`src/rtl/uart_pkg.sv`:
```
// Shared UART RX definitions: field encodings, frame limits and the captured
// frame configuration record.
package uart_pkg;

   localparam int MIN_PRESCALE = 4;
   localparam int MIN_DATA     = 5;
   localparam int MAX_DATA     = 8;
   localparam int MAX_FRAME    = 12;

   typedef enum logic [1:0] {
      FIELD_START  = 2'd0,
      FIELD_DATA   = 2'd1,
      FIELD_PARITY = 2'd2,
      FIELD_STOP   = 2'd3
   } field_t;

   typedef struct packed {
      logic [3:0] data_len;
      logic       par_en;
      logic       stop2;
   } frame_cfg_t;

   function automatic logic [3:0] clamp_data(input logic [3:0] d);
      if (d < 4'(MIN_DATA))      return 4'(MIN_DATA);
      else if (d > 4'(MAX_DATA)) return 4'(MAX_DATA);
      else                       return d;
   endfunction

   // Start + data + optional parity + stop(s); 7..12 for a clamped config.
   function automatic logic [3:0] frame_len(input frame_cfg_t c);
      return 4'd2 + c.data_len + {3'b0, c.par_en} + {3'b0, c.stop2};
   endfunction

endpackage

```
`src/rtl/rx_sample_decode.sv`:
```
// Combinational decode of sample strobes, bit/frame completion and the
// current field from the frame counters and the captured configuration.
module rx_sample_decode
   import uart_pkg::*;
#(
   parameter int PWIDTH = 6,
   parameter int BWIDTH = 4
) (
   input  logic              busy,
   input  logic [PWIDTH-1:0] edge_counter,
   input  logic [BWIDTH-1:0] bit_counter,
   input  logic [PWIDTH-1:0] prescale,
   input  frame_cfg_t        cfg,
   output logic [1:0]        field,
   output logic [2:0]        samp_strobe,
   output logic              bit_done,
   output logic              frame_done
);

   logic [PWIDTH-1:0] half;
   logic [BWIDTH-1:0] last_bit;
   logic [BWIDTH-1:0] dlen;
   field_t            fld;

   assign half     = prescale >> 1;
   assign last_bit = BWIDTH'(frame_len(cfg)) - BWIDTH'(1);
   assign dlen     = BWIDTH'(cfg.data_len);

   // Captured prescale is at least 4, so half-1 never underflows and
   // half+1 never passes the last edge of the bit.
   assign samp_strobe[0] = busy && (edge_counter == half - PWIDTH'(1));
   assign samp_strobe[1] = busy && (edge_counter == half);
   assign samp_strobe[2] = busy && (edge_counter == half + PWIDTH'(1));

   assign bit_done   = busy && (edge_counter == prescale - PWIDTH'(1));
   assign frame_done = bit_done && (bit_counter == last_bit);

   always_comb begin
      fld = FIELD_STOP;
      if (!busy || bit_counter == '0)                   fld = FIELD_START;
      else if (bit_counter <= dlen)                     fld = FIELD_DATA;
      else if (cfg.par_en && bit_counter == dlen + BWIDTH'(1)) fld = FIELD_PARITY;
   end

   assign field = fld;

endmodule

```
`src/rtl/rx_frame_timer.sv`:
```
// UART RX frame timer: edge/bit counters over a whole frame, with config
// captured at frame start and decoded strobes for the sampler and checkers.
module rx_frame_timer
   import uart_pkg::*;
#(
   parameter int PWIDTH = 6,
   parameter int BWIDTH = 4
) (
   input  logic              clk,
   input  logic              rst,
   input  logic              enable,
   input  logic [PWIDTH-1:0] prescale,
   input  logic [3:0]        data_len,
   input  logic              par_en,
   input  logic              stop2,
   output logic [PWIDTH-1:0] edge_counter,
   output logic [BWIDTH-1:0] bit_counter,
   output logic [1:0]        field,
   output logic              busy,
   output logic [2:0]        samp_strobe,
   output logic              bit_done,
   output logic              frame_done
);

   typedef enum logic {IDLE, RUN} state_t;

   state_t            state, state_nxt;
   logic [PWIDTH-1:0] edge_cnt, edge_nxt;
   logic [BWIDTH-1:0] bit_cnt, bit_nxt;
   logic [PWIDTH-1:0] p_cfg, p_nxt;
   frame_cfg_t        cfg, cfg_nxt;
   logic              capture;

   always_ff @(posedge clk or negedge rst) begin
      if (!rst) begin
         state    <= IDLE;
         edge_cnt <= '0;
         bit_cnt  <= '0;
         p_cfg    <= '0;
         cfg      <= '0;
      end else begin
         state    <= state_nxt;
         edge_cnt <= edge_nxt;
         bit_cnt  <= bit_nxt;
         p_cfg    <= p_nxt;
         cfg      <= cfg_nxt;
      end
   end

   always_comb begin
      state_nxt = state;
      edge_nxt  = edge_cnt;
      bit_nxt   = bit_cnt;
      p_nxt     = p_cfg;
      cfg_nxt   = cfg;
      capture   = 1'b0;
      case (state)
         IDLE: begin
            if (enable) begin
               state_nxt = RUN;
               capture   = 1'b1;
               edge_nxt  = '0;
               bit_nxt   = '0;
            end
         end
         RUN: begin
            if (!enable) begin
               // Abort: drop straight to idle, no frame_done.
               state_nxt = IDLE;
               edge_nxt  = '0;
               bit_nxt   = '0;
            end else if (bit_done) begin
               edge_nxt = '0;
               if (frame_done) begin
                  bit_nxt = '0;
                  capture = 1'b1;
               end else begin
                  bit_nxt = bit_cnt + BWIDTH'(1);
               end
            end else begin
               edge_nxt = edge_cnt + PWIDTH'(1);
            end
         end
         default: state_nxt = IDLE;
      endcase
      if (capture) begin
         p_nxt            = (prescale < PWIDTH'(MIN_PRESCALE)) ? PWIDTH'(MIN_PRESCALE) : prescale;
         cfg_nxt.data_len = clamp_data(data_len);
         cfg_nxt.par_en   = par_en;
         cfg_nxt.stop2    = stop2;
      end
   end

   assign busy         = (state == RUN);
   assign edge_counter = edge_cnt;
   assign bit_counter  = bit_cnt;

   rx_sample_decode #(.PWIDTH(PWIDTH), .BWIDTH(BWIDTH)) u_decode (
      .busy         (busy),
      .edge_counter (edge_cnt),
      .bit_counter  (bit_cnt),
      .prescale     (p_cfg),
      .cfg          (cfg),
      .field        (field),
      .samp_strobe  (samp_strobe),
      .bit_done     (bit_done),
      .frame_done   (frame_done)
   );

endmodule

```
`config.mk`:
```
export PLATFORM = sky130hd
export DESIGN_NAME = rx_frame_timer
export DESIGN_NICKNAME = d
export VERILOG_FILES = /design/src/rtl/uart_pkg.sv /design/src/rtl/rx_sample_decode.sv /design/src/rtl/rx_frame_timer.sv
export SDC_FILE = /design/constraint.sdc
export NUM_CORES = 1
export LEC_CHECK = 0
export ABC_AREA = 1
export CORE_ASPECT_RATIO = 0.6
export CORE_MARGIN = 4
export CORE_UTILIZATION = 55
export DETAILED_ROUTE_END_ITERATION = 6
export PLACE_DENSITY_LB_ADDON = 0.1
export SLEW_MARGIN = 30
export SYNTH_ARGS = -nofsm -noshare
export SYNTH_HDL_FRONTEND = slang
export SYNTH_HIERARCHICAL = 1
export SYNTH_SLANG_ARGS = --single-unit
```
`constraint.sdc`:
```
create_clock -name clk -period 4.1 [get_ports clk]
set_input_delay 1.025 -clock clk [delete_from_list [all_inputs] [get_ports clk]]
set_output_delay 1.025 -clock clk [all_outputs]
set_load 0.01 [all_outputs]
```
### After elaboration in Yosys (flattened, before gate mapping)

Index checks and enable logic that the tools add are counted.

* flip-flop bits (word level): 23
* bits in latches: 0
* memory bits (writable): 0
* bits in read-only memories: 0
* output and inout port bits: 18
* memories kept: 0

* $add $sub $neg: 10
* multipliers: 0
* div/mod/pow operators: 0
* magnitude comparators: 4
* equality and inequality tests: 8
* shifts and indexed selects: 0
* mux-type cells: 20
* bitwise gates (word level): 1
* reduce and logical (&&, ||, !) cells: 10

Operator list (number)
* $mux W4: 6
* $mux W6: 4
* $eq A6 B6 Y1: 3
* $pmux W6 S2: 1
* $add A4 B1 Y4: 2
* $add A4 B1 Y4 const B: 2
* $eq A4 B4 Y1: 2
* $pmux W4 S2: 1
* $add A5 B1 Y6 const B: 1
* $add A6 B1 Y6 const B: 1
* $eq A6 B5 Y1: 1
* $logic_and A1 B1 Y1: 6
* $lt A6 B3 Y1 const B: 1
* $sub A5 B1 Y6 const B: 1
* $sub A6 B1 Y6 const B: 1
* $mux W1: 5
* $add A2 B4 Y4 const A: 1
* $gt A4 B4 Y1 const B: 1
* $le A4 B4 Y1: 1
* $logic_not A4 Y1: 1
* $lt A4 B3 Y1 const B: 1
* $mux W2: 2
* $sub A4 B1 Y4 const B: 1
* $ne A3 B2 Y1 const B: 1
* 6 further kinds: 6

### Logic depth before layout (Yosys ltp)

Gate-level depths: netlist (run 1).

* depth in word-level cells: 10
* depth in mapped cells: 18

### Modules after synthesis

Netlist (run 1), hierarchy kept.

Modules (own cells, without submodules)
* rx_frame_timer: instances 1, cells an instance 128, area each 1069.8 um^2, sequential area each 575.6 um^2
* rx_sample_decode: instances 1, cells an instance 190, area each 977.2 um^2, sequential area each 0.0 um^2

### Worst setup path after synthesis (run 1)

Ideal clock, no wire load.

* path type: reg2out
* start point: reg, netlist name cfg[2]
* end point: out frame_done
* arrival: 1.944 ns
* data required time: 3.075 ns
* slack: 1.131 ns
* cell stages (with the launch flop): 12
* buffers on the path: 0
* cells stage by stage: dfrtp_1 > inv_1 > ha_1 > inv_1 > ha_1 > inv_1 > fa_1 > xor2_1 > nand2_1 > nor2_1 > nand2_1 > nor2_2

* word-level cells in the longest chain between the ends: 6

RTL lines
* $add A2 B4 Y4: RTL line uart_pkg.sv:31 `return 4'd2 + c.data_len + {3'b0, c.par_en} + {3'b0, c.stop2};`
* $add A4 B1 Y4 (2 in series): RTL line uart_pkg.sv:31
* $sub A4 B1 Y4: RTL line rx_sample_decode.sv:26 `assign last_bit = BWIDTH'(frame_len(cfg)) - BWIDTH'(1);`
* $eq A4 B4 Y1: RTL line rx_sample_decode.sv:36 `assign frame_done = bit_done && (bit_counter == last_bit);`
* $logic_and A1 B1 Y1: RTL line rx_sample_decode.sv:36
* end: declaration: RTL line rx_frame_timer.sv:22 `output logic frame_done`

No other way between the ends.

### Final worst setup path (run 1)

* start point: reg, netlist name cfg[2]
* end point: out frame_done

* word-level cells in the longest chain between the ends: 6

RTL lines (RTL line)
* $add A2 B4 Y4: uart_pkg.sv:31
* $add A4 B1 Y4 (2 in series): uart_pkg.sv:31
* $sub A4 B1 Y4: rx_sample_decode.sv:26
* $eq A4 B4 Y1: rx_sample_decode.sv:36
* $logic_and A1 B1 Y1: rx_sample_decode.sv:36

No other way between the ends.

==> impl_metrics.json, run 1 <==
{
  "status": "complete, no violations",
  "grt_first_pass_wirelength_microns": 8550,
  "synth_area_leaders": "dfrtp_1 (28%), nand2_1 (20%), inv_1 (9.7%)",
  "cts_made_buffers": 3,
  "cts_hold_repair.buffers": 0,
  "post_cts_resized": 0,
  "worstPathArrival_ns": 2.88,
  "post-route-drc-count": 0,
  "timing.final.hold_violations": 0,
  "grt_overflow": 0,
  "post_drt_wl_per_cell_microns": 12.8,
  "vias_per_cell": 5.26,
  "worstReg2RegStart": "cfg[2]",
  "grt_pass1_vias": 1804,
  "route.top_layer_used": "met4",
  "leakage_nw": 1.27,
  "endpoint_kind": "output pin",
  "worst-slew-pin-transition_ns": 0.515,
  "grtUsageTotal_pct": 22.2,
  "slew_headroom_pct": 65.6,
  "dp.final_hpwl_microns": 4030,
  "gpl.final_weighted_congestion": 0.952,
  "clk_pin_slew_worst_paths_ns": 0.08,
  "fin_worst_skew_ns": 0.00542,
  "clkLatencyLatePin_ns": 0.27,
  "number_of_endpoints_failing_setup_at_the_final_stage": 0,
  "postCtsSetupRepairBufs": 0,
  "port-buffer-count": 32,
  "placementRows": 16,
  "cts_num_sinks": 23,
  "cp.required_ns": 3.07,
  "cts_htree_levels": 1,
  "power_w": 0.000702,
  "floorplan.die.width_microns": 86.8,
  "ir_worst_vdd_mv": 0.168,
  "route.vias.total": 2088,
  "synthesis.area_sq_mm": 0.00205,
  "syn_area_per_cell_sq_um": 6.44,
  "rr_worst_depth": 16,
  "die_h_microns": 55.3,
  "max_cap_viol_count": 0,
  "grt_setup_unrepaired": "no",
  "r2r_setup_slk_ns": 1.23,
  "clockPowerShare_pct": 20.1,
  "core-area_sq_mm": 0.00340,
  "fin_hold_ws_ns": 0.500,
  "synthesis.yosys.warnings": 6,
  "syn_inst": 318,
  "route.antenna.remaining_nets": 0,
  "postSynthNetCount": 348,
  "p_int_w": 0.000433,
  "detail_route.wirelength_microns": 5090,
  "synth_top_area_share_pct": 28.1,
  "achievable-frequency_mhz": 256,
  "fin_crit_sh_pct": 95.1,
  "post_route_cells_drive_above_1_share_pct": 6.53,
  "critPathLaunch": "cfg[2]",
  "power_density_mw_per_mm2": 287,
  "routed-wl-met3_microns": 437,
  "dr.first_iter.drc_count": 154,
  "p_sw_w": 0.000269,
  "grt_start_max_net_pins": 24,
  "type_of_the_worst_setup_path": "flip-flop to output pin",
  "firstDrtPassIters": 5,
  "fillerInstances": 281,
  "final_net_count": 383,
  "fin_setup_tns_ns": 0,
  "final_critical_path_required_period_ns": 3.90,
  "ys_seq_elements": 23,
  "die-area_sq_mm": 0.00479,
  "grt_antenna_before_repair": 0,
  "synth_cell_type_count": 28,
  "tritoncts": "yes",
  "netSwitchingFraction_pct": 38.3,
  "syn2layout_area_growth_pct": 19.4,
  "clockRootBuffer": "clkbuf_8",
  "endpoint": "frame_done",
  "post_route_met1_wirelength_microns": 2620,
  "worst_hold_path_startpoint": "cfg[0]",
  "worstReg2RegEnd": "p_cfg[4]",
  "power.share.sequential_pct": 40.8,
  "hold_path_class": "flip-flop to flip-flop",
  "clock_tree.buffer_depth": 2,
  "diodes": 0,
  "start_util_pct": 60.1,
  "worst_setup_path_start_kind": "flip-flop",
  "p_comb_share_pct": 39.1,
  "synth_area_leader_cell": "dfrtp_1",
  "slew_violations": 0,
  "path_max_fanout": 4,
  "met2_length_microns": 2000,
  "num_io_pins": 33,
  "seq_area_frac_synth_pct": 28.1
}
## worst max-delay path, cell delays in order (launching register included)
cell,delay (ns)
dfrtp_1,0.40
inv_1,0.07
ha_1,0.27
inv_1,0.06
ha_1,0.15
inv_1,0.05
fa_1,0.49
xor2_1,0.15
nand2_1,0.07
nor2_1,0.10
nand2_1,0.07
nor2_2,0.17
clkdlybuf4s50_1,0.56
## cells in the mapped netlist
cell type,n
buf_6,1
nand3_1,27
nand2_4,1
ha_1,14
fa_1,1
xnor2_1,4
xnor2_2,1
nor2_4,1
inv_1,53
nand3b_1,1
o211ai_1,1
dfrtp_1,23
o21ai_0,10
buf_4,1
inv_2,4
o31ai_1,1
a21oi_1,9
nand2_1,111
o21a_1,1
a21oi_4,1
nand3_2,2
nand4_1,5
o21ai_2,3
nor3_1,1
nand2_2,2
nor2_2,4
nor2_1,30
xor2_1,5
## layout make-up
| class | instances | area (sq um) | share of cell area (%) |
|---|---|---|---|
| multi-input cells | 236 | 1240 | 50.7 |
| flip-flops and latches | 23 | 576 | 23.5 |
| repair buffers | 32 | 315 | 12.9 |
| inverters | 57 | 214 | 8.75 |
| well taps | 45 | 56.3 | 2.30 |
| clock buffers | 4 | 45.0 | 1.84 |
## sequential cells by signal (all words and copies together) (netlist names)
name          flops
bit_counter       4
cfg               6
p_cfg             6
edge_counter      6
busy              1
## cell families (layout without fill, tap and decap cells)
family	after synthesis	after routing	synth area share, %
buffers and inverters	59	93	11.4
and+or+nand+nor	185	185	38.5
xor gates and xnor gates	10	10	4.65
DFF	23	23	28.1
AOI/OAI and AO/OA	26	26	7.82
adders and majority gates	15	15	9.54
## routing by layer
metal	track usage, %	vias up
met5	0	-
met4	4.67	0
met3	5.05	4
met2	30.8	92
met1	34.7	939
li1	-	1053
## placed cells by master, fill, tap and decap left out
cell and count:
xnor2_2 1, o21ai_2 3, nand3b_1 1, o21ai_0 10
o21a_1 1, inv_2 4, xor2_1 5, clkdlybuf4s50_1 31
nand4_1 5, dfrtp_1 23, buf_2 1, nor2_2 4
nor3_1 1, nor2_4 1, inv_1 53, a21oi_4 1
clkbuf_8 3, nand2_1 111, nand2_2 2, ha_1 14
nor2_1 30, nand3_1 27, clkbuf_1 1, xnor2_1 4
o31ai_1 1, a21oi_1 9, o211ai_1 1, nand3_2 2
nand2_4 1, fa_1 1
## worst min path at each step
stage	slack (ns)	endpoint	cells after the start
after floorplan	0.44	cfg[0]	2
after global placement	0.46	cfg[0]	2
after detailed placement	0.48	cfg[0]	2
after CTS	0.50	cfg[0]	2
after global routing	0.53	cfg[0]	2
final	0.50	cfg[0]	2
## power groups by stage
stage	clock [W]	sequential, W	combinational, W
4_1_cts	0.000147	0.000285	0.000269
3_5_place_dp	0	0.000290	0.000267
3_3_place_gp	0	0.000289	0.000262
6_report	0.000141	0.000287	0.000275
5_1_grt	0.000158	0.000290	0.000309
2_1_floorplan	0	0.000278	0.000195
## through the flow
stage          setup slack (ns)  util (%)  cells  area [sq um]
4_1_cts                   0.195      71.8    397          2440
6_report                  0.200      71.8    397          2440
2_1_floorplan              1.13         -    318          2050
5_1_grt                  0.0342      71.8    397          2440
3_5_place_dp              0.503      70.5    393          2400
3_3_place_gp              0.560      70.7    393          2400
Power figures use the tool's default switching activity.
==> run 2, diff against run 1 <==
--- a/config.mk
+++ b/config.mk
@@ -8,8 +8,9 @@
 export ABC_AREA = 1
 export CORE_ASPECT_RATIO = 0.6
 export CORE_MARGIN = 4
-export CORE_UTILIZATION = 55
+export CORE_UTILIZATION = 45
 export DETAILED_ROUTE_END_ITERATION = 6
+export GPL_ROUTABILITY_DRIVEN = 0
 export PLACE_DENSITY_LB_ADDON = 0.1
 export SLEW_MARGIN = 30
 export SYNTH_ARGS = -nofsm -noshare
==> impl_metrics.json, run 2 (synthesis gave the netlist of run 1 again) <==
{
  "status": "complete, no violations",
  "route.vias.total": 2021,
  "fillerInstances": 439,
  "grt_first_pass_wirelength_microns": 8500,
  "area_taken_by_flip_flops_and_latches_sq_um": 576,
  "grtUsageTotal_pct": 18.9,
  "grt_antenna_before_repair": 0,
  "floorplan.die.width_microns": 95.1,
  "clk_pin_slew_worst_paths_ns": 0.08,
  "achievable-frequency_mhz": 285,
  "syn2layout_area_growth_pct": 20.8,
  "final_net_count": 383,
  "fin_worst_skew_ns": 0.00528,
  "clock_tree.buffer_depth": 2,
  "power_density_mw_per_mm2": 282,
  "port-buffer-count": 32,
  "core-area_sq_mm": 0.00423,
  "cts_num_sinks": 23,
  "endpoint_kind": "output pin",
  "hold_path_class": "flip-flop to flip-flop",
  "postCtsSetupRepairBufs": 0,
  "cts_made_buffers": 3,
  "route.antenna.remaining_nets": 0,
  "layout_commonest_cell": "nand2_1",
  "slew_violations": 0,
  "post_route_cells_drive_above_1_share_pct": 6.82,
  "die_h_microns": 60.2,
  "post-route-drc-count": 0,
  "post_cts_resized": 0,
  "multi_input_comb_area_sq_mm": 0.00124,
  "slew_headroom_pct": 65.0,
  "critPathLaunch": "p_cfg[1]",
  "clkLatencyLatePin_ns": 0.26,
  "tritoncts": "yes",
  "type_of_the_worst_setup_path": "flip-flop to output pin",
  "firstDrtPassIters": 4,
  "path_max_fanout": 6,
  "final_critical_path_required_period_ns": 3.50,
  "leakage_nw": 1.29,
  "vias_per_cell": 4.91,
  "ir_worst_vdd_mv": 0.132,
  "postLayoutCoreUtil_pct": 58.4,
  "detail_route.wirelength_microns": 4940,
  "number_of_endpoints_failing_setup_at_the_final_stage": 0,
  "diodes": 0,
  "worst-slew-pin-transition_ns": 0.524,
  "worstPathArrival_ns": 2.48,
  "max_cap_viol_count": 0,
  "worstReg2RegStart": "cfg[2]",
  "grt_overflow": 0,
  "dp.final_hpwl_microns": 4020,
  "grt_pass1_vias": 1719,
  "fin_setup_tns_ns": 0,
  "die-area_sq_mm": 0.00573,
  "dr.first_iter.drc_count": 166,
  "post_drt_wl_per_cell_microns": 12.0,
  "timing.final.hold_violations": 0,
  "clockRootBuffer": "clkbuf_8",
  "grt_setup_unrepaired": "no",
  "cts_hold_repair.buffers": 0,
  "stdcell_area_sq_mm": 0.00247,
  "cp.required_ns": 3.07,
  "grt_start_max_net_pins": 24,
  "worst_hold_path_startpoint": "cfg[0]",
  "num_io_pins": 33,
  "most-common-layout-cells": "nand2_1 (111), inv_1 (53), nor2_1 (30), clkdlybuf4s50_1 (30), nand3_1 (27)",
  "placementRows": 18,
  "worst_setup_path_start_kind": "flip-flop",
  "total_cell_area_at_the_placement_stage_sq_mm": 0.00242,
  "cts_htree_levels": 1,
  "fin_hold_ws_ns": 0.496,
  "fin_crit_sh_pct": 85.5,
  "start_util_pct": 48.3
}
-- run 2: changes by cell type in the layout (fill, tap and decap cells not counted), sizes merged --
cell,before,now
dlymetal6s2s,0,1
clkinv,0,1
clkbuf,4,3
clkdlybuf4s50,31,30
-- run 2: metal layers --
| layer | global-route usage (%) | wire length (microns) | part of all wire, % |
|---|---|---|---|
| met5 | 0 | 0 | 0 |
| met2 | 23.5 | 1780 | 36 |
| met3 | 4.40 | 431 | 8.7 |
| met1 | 32.0 | 2720 | 55 |
| met4 | 2.26 | 14 | 0.28 |
-- run 2: area by class of cell --
type                            instances  share of cell area (%)
Inverter                               57                    8.65
Multi-Input combinational cell        236                    50.3
Tap cell                               60                    3.04
Clock buffer                            3                    1.67
Timing Repair Buffer                   32                    12.9
Sequential cell                        23                    23.3
Clock inverter                          1                   0.202
-- run 2: where the power goes --
| part | total, W | switching [W] | internal (W) | leakage [nW] |
|---|---|---|---|---|
| Clock | 0.000142 | 0.0000740 | 0.0000678 | 0.0255 |
| Combinational | 0.000270 | 0.000154 | 0.000117 | 0.971 |
| Sequential | 0.000286 | 0.0000397 | 0.000246 | 0.296 |
| Total | 0.000698 | 0.000267 | 0.000431 | 1.29 |
-- run 2: stage by stage --
step | worst slack [ns] | power, W | std cells
floorplan | 1.13 | 0.000473 | 318
global placement | 0.515 | 0.000553 | 408
global route | 0.362 | 0.000757 | 412
detailed placement | 0.501 | 0.000557 | 408
finish | 0.596 | 0.000698 | 412
CTS | 0.209 | 0.000699 | 412
-- run 2: path summary, 6_finish.rpt --
check / to / slack (ns) / cells after the start
setup / recovery: bit_done / 0.60 / 11
hold / removal: cfg[0] / 0.50 / 2
setup reg to reg: p_cfg[3] / 1.26 / 16
hold reg to reg: cfg[0] / 0.50 / 2
max in group asynchronous: p_cfg[2] / 3.02 / 1
min in group asynchronous: bit_counter[3] / 0.72 / 1
-- run 2: worst max-delay path: stages, from the launching register on --
cell	delay, ns
dfrtp_1	0.48
inv_1	0.17
ha_1	0.25
inv_1	0.08
a21oi_1	0.12
nand2_1	0.06
nand2_1	0.08
nand2_1	0.07
nor2_2	0.12
nand2_1	0.12
inv_1	0.12
clkdlybuf4s50_1	0.54
